--- src/rtl/src_arbiter.sv ---
// Two-requester round-robin arbiter sharing one src datapath.
// A granted operation owns the datapath for LATENCY cycles; an overflow adds a one-cycle datapath clear.
module src_arbiter #(
  parameter int unsigned NB_data1  = 3,
  parameter int unsigned NB_data2  = 3,
  parameter int unsigned NB_o_sum2 = 6,
  parameter int unsigned LATENCY   = 2
) (
  input  logic                 clk,
  input  logic                 i_rst_n,
  input  logic                 i_req0,
  input  logic [1:0]           i_sel0,
  input  logic [NB_data1-1:0]  i_data1_0,
  input  logic [NB_data2-1:0]  i_data2_0,
  input  logic                 i_req1,
  input  logic [1:0]           i_sel1,
  input  logic [NB_data1-1:0]  i_data1_1,
  input  logic [NB_data2-1:0]  i_data2_1,
  output logic                 o_gnt0,
  output logic                 o_gnt1,
  output logic                 o_done0,
  output logic                 o_done1,
  output logic [1:0]           o_src_sel,
  output logic [NB_data1-1:0]  o_src_data1,
  output logic [NB_data2-1:0]  o_src_data2,
  output logic                 o_src_rst_n,
  input  logic [NB_o_sum2-1:0] i_src_data,
  input  logic                 i_src_overflow,
  output logic [NB_o_sum2-1:0] o_result,
  output logic                 o_result_ovf,
  output logic                 o_busy
);

  localparam int unsigned CNT_W = (LATENCY > 1) ? $clog2(LATENCY) : 1;
  localparam logic [CNT_W-1:0] CNT_LAST = CNT_W'(LATENCY - 1);

  typedef enum logic [1:0] {
    ST_IDLE  = 2'd0,
    ST_RUN   = 2'd1,
    ST_CLEAR = 2'd2
  } state_t;

  state_t               r_state, w_state_nxt;
  logic [CNT_W-1:0]     r_cnt, w_cnt_nxt;
  logic                 r_ptr, w_ptr_nxt;
  logic                 r_owner, w_owner_nxt;
  logic                 r_gnt0, w_gnt0_nxt;
  logic                 r_gnt1, w_gnt1_nxt;
  logic                 r_done0, w_done0_nxt;
  logic                 r_done1, w_done1_nxt;
  logic [NB_o_sum2-1:0] r_result, w_result_nxt;
  logic                 r_ovf, w_ovf_nxt;
  logic [1:0]           r_sel, w_sel_nxt;
  logic [NB_data1-1:0]  r_d1, w_d1_nxt;
  logic [NB_data2-1:0]  r_d2, w_d2_nxt;
  logic                 r_busy;
  logic                 w_win;

  // State and registered outputs
  always_ff @(posedge clk or negedge i_rst_n) begin
    if (!i_rst_n) begin
      r_state  <= ST_IDLE;
      r_cnt    <= '0;
      r_ptr    <= 1'b0;
      r_owner  <= 1'b0;
      r_gnt0   <= 1'b0;
      r_gnt1   <= 1'b0;
      r_done0  <= 1'b0;
      r_done1  <= 1'b0;
      r_result <= '0;
      r_ovf    <= 1'b0;
      r_sel    <= '0;
      r_d1     <= '0;
      r_d2     <= '0;
      r_busy   <= 1'b0;
    end else begin
      r_state  <= w_state_nxt;
      r_cnt    <= w_cnt_nxt;
      r_ptr    <= w_ptr_nxt;
      r_owner  <= w_owner_nxt;
      r_gnt0   <= w_gnt0_nxt;
      r_gnt1   <= w_gnt1_nxt;
      r_done0  <= w_done0_nxt;
      r_done1  <= w_done1_nxt;
      r_result <= w_result_nxt;
      r_ovf    <= w_ovf_nxt;
      r_sel    <= w_sel_nxt;
      r_d1     <= w_d1_nxt;
      r_d2     <= w_d2_nxt;
      r_busy   <= (w_state_nxt != ST_IDLE);
    end
  end

  // Next-state, arbitration and capture
  always_comb begin
    w_state_nxt  = r_state;
    w_cnt_nxt    = r_cnt;
    w_ptr_nxt    = r_ptr;
    w_owner_nxt  = r_owner;
    w_gnt0_nxt   = 1'b0;
    w_gnt1_nxt   = 1'b0;
    w_done0_nxt  = 1'b0;
    w_done1_nxt  = 1'b0;
    w_result_nxt = r_result;
    w_ovf_nxt    = r_ovf;
    w_sel_nxt    = r_sel;
    w_d1_nxt     = r_d1;
    w_d2_nxt     = r_d2;
    // pointer names the winner only under contention
    w_win        = (i_req0 && i_req1) ? r_ptr : i_req1;

    case (r_state)
      ST_IDLE: begin
        w_sel_nxt = '0;
        w_d1_nxt  = '0;
        w_d2_nxt  = '0;
        if (i_req0 || i_req1) begin
          w_state_nxt = ST_RUN;
          w_cnt_nxt   = '0;
          w_owner_nxt = w_win;
          w_ptr_nxt   = ~w_win;
          w_gnt0_nxt  = ~w_win;
          w_gnt1_nxt  = w_win;
          w_sel_nxt   = w_win ? i_sel1    : i_sel0;
          w_d1_nxt    = w_win ? i_data1_1 : i_data1_0;
          w_d2_nxt    = w_win ? i_data2_1 : i_data2_0;
        end
      end
      ST_RUN: begin
        if (r_cnt == CNT_LAST) begin
          w_result_nxt = i_src_data;
          w_ovf_nxt    = i_src_overflow;
          w_done0_nxt  = ~r_owner;
          w_done1_nxt  = r_owner;
          w_cnt_nxt    = '0;
          w_sel_nxt    = '0;
          w_d1_nxt     = '0;
          w_d2_nxt     = '0;
          w_state_nxt  = i_src_overflow ? ST_CLEAR : ST_IDLE;
        end else begin
          w_cnt_nxt = r_cnt + CNT_W'(1);
        end
      end
      ST_CLEAR: begin
        w_sel_nxt   = '0;
        w_d1_nxt    = '0;
        w_d2_nxt    = '0;
        w_state_nxt = ST_IDLE;
      end
      default: begin
        w_state_nxt = ST_IDLE;
      end
    endcase
  end

  assign o_gnt0       = r_gnt0;
  assign o_gnt1       = r_gnt1;
  assign o_done0      = r_done0;
  assign o_done1      = r_done1;
  assign o_src_sel    = r_sel;
  assign o_src_data1  = r_d1;
  assign o_src_data2  = r_d2;
  assign o_result     = r_result;
  assign o_result_ovf = r_ovf;
  assign o_busy       = r_busy;
  // datapath reset follows the system reset and is also pulsed during CLEAR
  assign o_src_rst_n  = i_rst_n & (r_state != ST_CLEAR);

endmodule

--- config.mk ---
export PLATFORM = sky130hd
export DESIGN_NAME = src_arbiter
export DESIGN_NICKNAME = d
export VERILOG_FILES = /design/src/rtl/src_arbiter.sv
export SDC_FILE = /design/constraint.sdc
export NUM_CORES = 1
export LEC_CHECK = 0
export ABC_CLOCK_PERIOD_IN_PS = 2050
export CORE_MARGIN = 5
export CORE_UTILIZATION = 41
export CTS_CLUSTER_DIAMETER = 100
export DETAILED_ROUTE_END_ITERATION = 8
export PLACE_DENSITY_LB_ADDON = 0.25
export SLEW_MARGIN = 20
export SYNTH_ARGS = -nofsm -noshare
export SYNTH_HDL_FRONTEND = slang
export SYNTH_SLANG_ARGS = --single-unit
--- constraint.sdc ---
create_clock -name clk -period 2.05 [get_ports clk]
set_input_delay 0.205 -clock clk [delete_from_list [all_inputs] [get_ports clk]]
set_output_delay 0.205 -clock clk [all_outputs]
set_load 0.01 [all_outputs]
==> impl_metrics.json <==
{
  "layout_commonest_cell": "clkdlybuf4s50_1",
  "worstSkewPairLatency_ns": 0.33,
  "start_util_pct": 42.0,
  "dp_hpwl_um": 2020,
  "drtAntennaViolNets": 0,
  "synth_flop_cell": "dfrtp_1",
  "htreeDepth": 1,
  "grt_overflow": 0,
  "placed_cell_area_sq_um": 1650,
  "syn-cell-area_sq_um": 1140,
  "period_minus_slack_ns": 1.88,
  "via_count": 920,
  "ys_ff_latch": 25,
  "synth_area_leaders": "dfrtp_1, mux2i_1, o21ai_2",
  "setup_viol": 0,
  "numCtsBuffers": 3,
  "fmax_mhz": 531,
  "clkTransAtPathRegs_ns": 0.15,
  "finalSetupTns_ns": 0,
  "most-common-layout-cells": "clkdlybuf4s50_1, dfrtp_1, nand2_1",
  "cts_max_path_buffers": 2,
  "cp_data_required_time_ns": 2.31,
  "critPathArrivalTime_ns": 2.14,
  "ff2ff_path_depth": 6,
  "drt_iter0_drc": 26,
  "areaGrowthSynthToFinish_pct": 48.4,
  "yosysTopAreaCell": "dfrtp_1",
  "wire_per_inst_um": 14.2,
  "synth_area_per_cell_sq_um": 11.5,
  "dieArea_sq_um": 3930,
  "drc": 0,
  "grt_max_degree": 26,
  "viasPerCell": 5.05,
  "path_class": "flop to flop",
  "grt_pass1_vias": 1016,
  "post-route-period-util_pct": 91.9,
  "yosysTopAreaCellShare_pct": 54.9,
  "antenna_found_initial": 0,
  "relSlewSlack_pct": 68.9,
  "whs_ns": 0.281,
  "core-area_sq_um": 2710,
  "cp_max_fo": 8,
  "die_w_um": 62.7,
  "layout.nets": 184,
  "seq_area_frac_synth_pct": 54.9,
  "ys_types": 21,
  "grt_use_total_pct": 14.6,
  "p_total_mw": 2.20,
  "clock_sinks": 25,
  "worstSetupStartpointType": "flop",
  "syn-instance-count": 99,
  "routabilityCongestion": 0.866,
  "cts-root-buf": "clkbuf_4",
  "holdCritPathClass": "input port to async pin",
  "slew_viol_final": 0,
  "worstMarginPinSlew_ns": 0.466,
  "drv_cap": 0,
  "drive_gt1_share_pct": 14.6,
  "ir_worst_vdd_v": 0.000768,
  "fin_area_sq_um": 1690,
  "grt_first_pass_wirelength_um": 4600,
  "end_kind": "flop",
  "io_pins": 48,
  "tritoncts": "built",
  "skew_ns": 0.0164,
  "powerDensity_nw_per_um2": 1300,
  "antenna_cells": 0,
  "io_buffers": 47,
  "power_leakage_nw": 0.767,
  "syn-num-nets": 131,
  "fp-row-count": 19,
  "synth_edf_count": 0,
  "synthArstFlopShare_pct": 100,
  "rsz0062_at_grt": "no",
  "report.final.hold_viol_count": 0,
  "yosysWarnings": 0,
  "die_h_um": 62.7,
  "status": "completed",
  "dr.pass1.iters": 4,
  "drt_wl_total_um": 2590
}
-- path summary, 6_finish.rpt --
kind	to	slack [ns]	startpoint
worst min register to register	o_done0	0.47	r_owner
worst max-delay path	o_src_data1[0]	0.17	r_state[0]
max in group asynchronous	o_src_data1[0]	1.52	i_rst_n
worst max register to register	o_src_data1[0]	0.17	r_state[0]
worst min-delay path	o_done0	0.28	i_rst_n
min in group clk	o_done0	0.47	r_owner
-- layer usage --
metal	track usage, %	up-vias	wire length, um
met3	6.29	4	218
met5	0	-	0
met4	5.57	0	21
met2	23.6	41	1270
met1	17.2	433	1080
li1	-	442	-
-- synth_stat cells (all sizes together), types with 3 or more instances --
cell    n
nor2    3
dfrtp  25
ha      5
mux2    6
o21ai  13
nand2  18
mux2i   8
a21oi   3
and3    3
-- state kept, by name, indices dropped and copies added, names as in the netlist, 2 cells and up --
signal	cells
o_result	6
o_src_data1	3
o_src_data2	3
o_src_sel	2
r_state	2
-- kinds of logic (layout without fill, tap and decap cells) --
| logic type | after synthesis | in the layout | share of synthesized area [%] |
|---|---|---|---|
| and+or+nand+nor | 32 | 32 | 12.9 |
| DFF | 25 | 25 | 54.9 |
| AOI/OAI and AO/OA | 19 | 19 | 11.6 |
| muxes | 14 | 14 | 13.0 |
| adders and majority gates | 5 | 5 | 5.49 |
| buffers and inverters | 4 | 56 | 2.09 |
-- area by class of cell --
type	instances	area, sq um
timing repair buffer	50	493
multi-input combinational	70	494
sequential	25	626
clock inverter	1	7.51
fill	234	1020
tap	31	38.8
clock buffer	3	22.5
inverter	2	7.51
-- worst max-delay path, stage by stage, from the launching register on --
cell,delay (ns)
dfrtp_1,0.41
buf_4,0.15
ha_1,0.26
nor2b_1,0.19
or2_1,0.24
or3_4,0.42
o21ai_2,0.15
-- where the power goes --
| group | leakage, nW | total (mW) | switching (mW) | internal [mW] |
|---|---|---|---|---|
| clock | 0.0139 | 0.230 | 0.155 | 0.0748 |
| sequential | 0.314 | 0.813 | 0.114 | 0.699 |
| combinational | 0.439 | 1.15 | 0.530 | 0.625 |
-- per-stage QoR --
| step | std cells | utilization [%] | setup WS, ns |
|---|---|---|---|
| 4_1_cts | 181 | 61.9 | 0.0842 |
| 6_report | 182 | 62.3 | 0.166 |
| 3_3_place_gp | 177 | 60.8 | 0.203 |
| 3_5_place_dp | 177 | 60.8 | 0.143 |
| 5_1_grt | 182 | 62.3 | 0.0364 |
| 2_1_floorplan | 99 | - | 0.241 |
-- timing repair --
action | in CTS | in global routing
hold buffers | 0 | 0
setup endpoints to repair | 0 | 9
resized for setup | 0 | 1
setup buffers | 0 | 1
No activity file was read; power rests on OpenSTA's default activity.
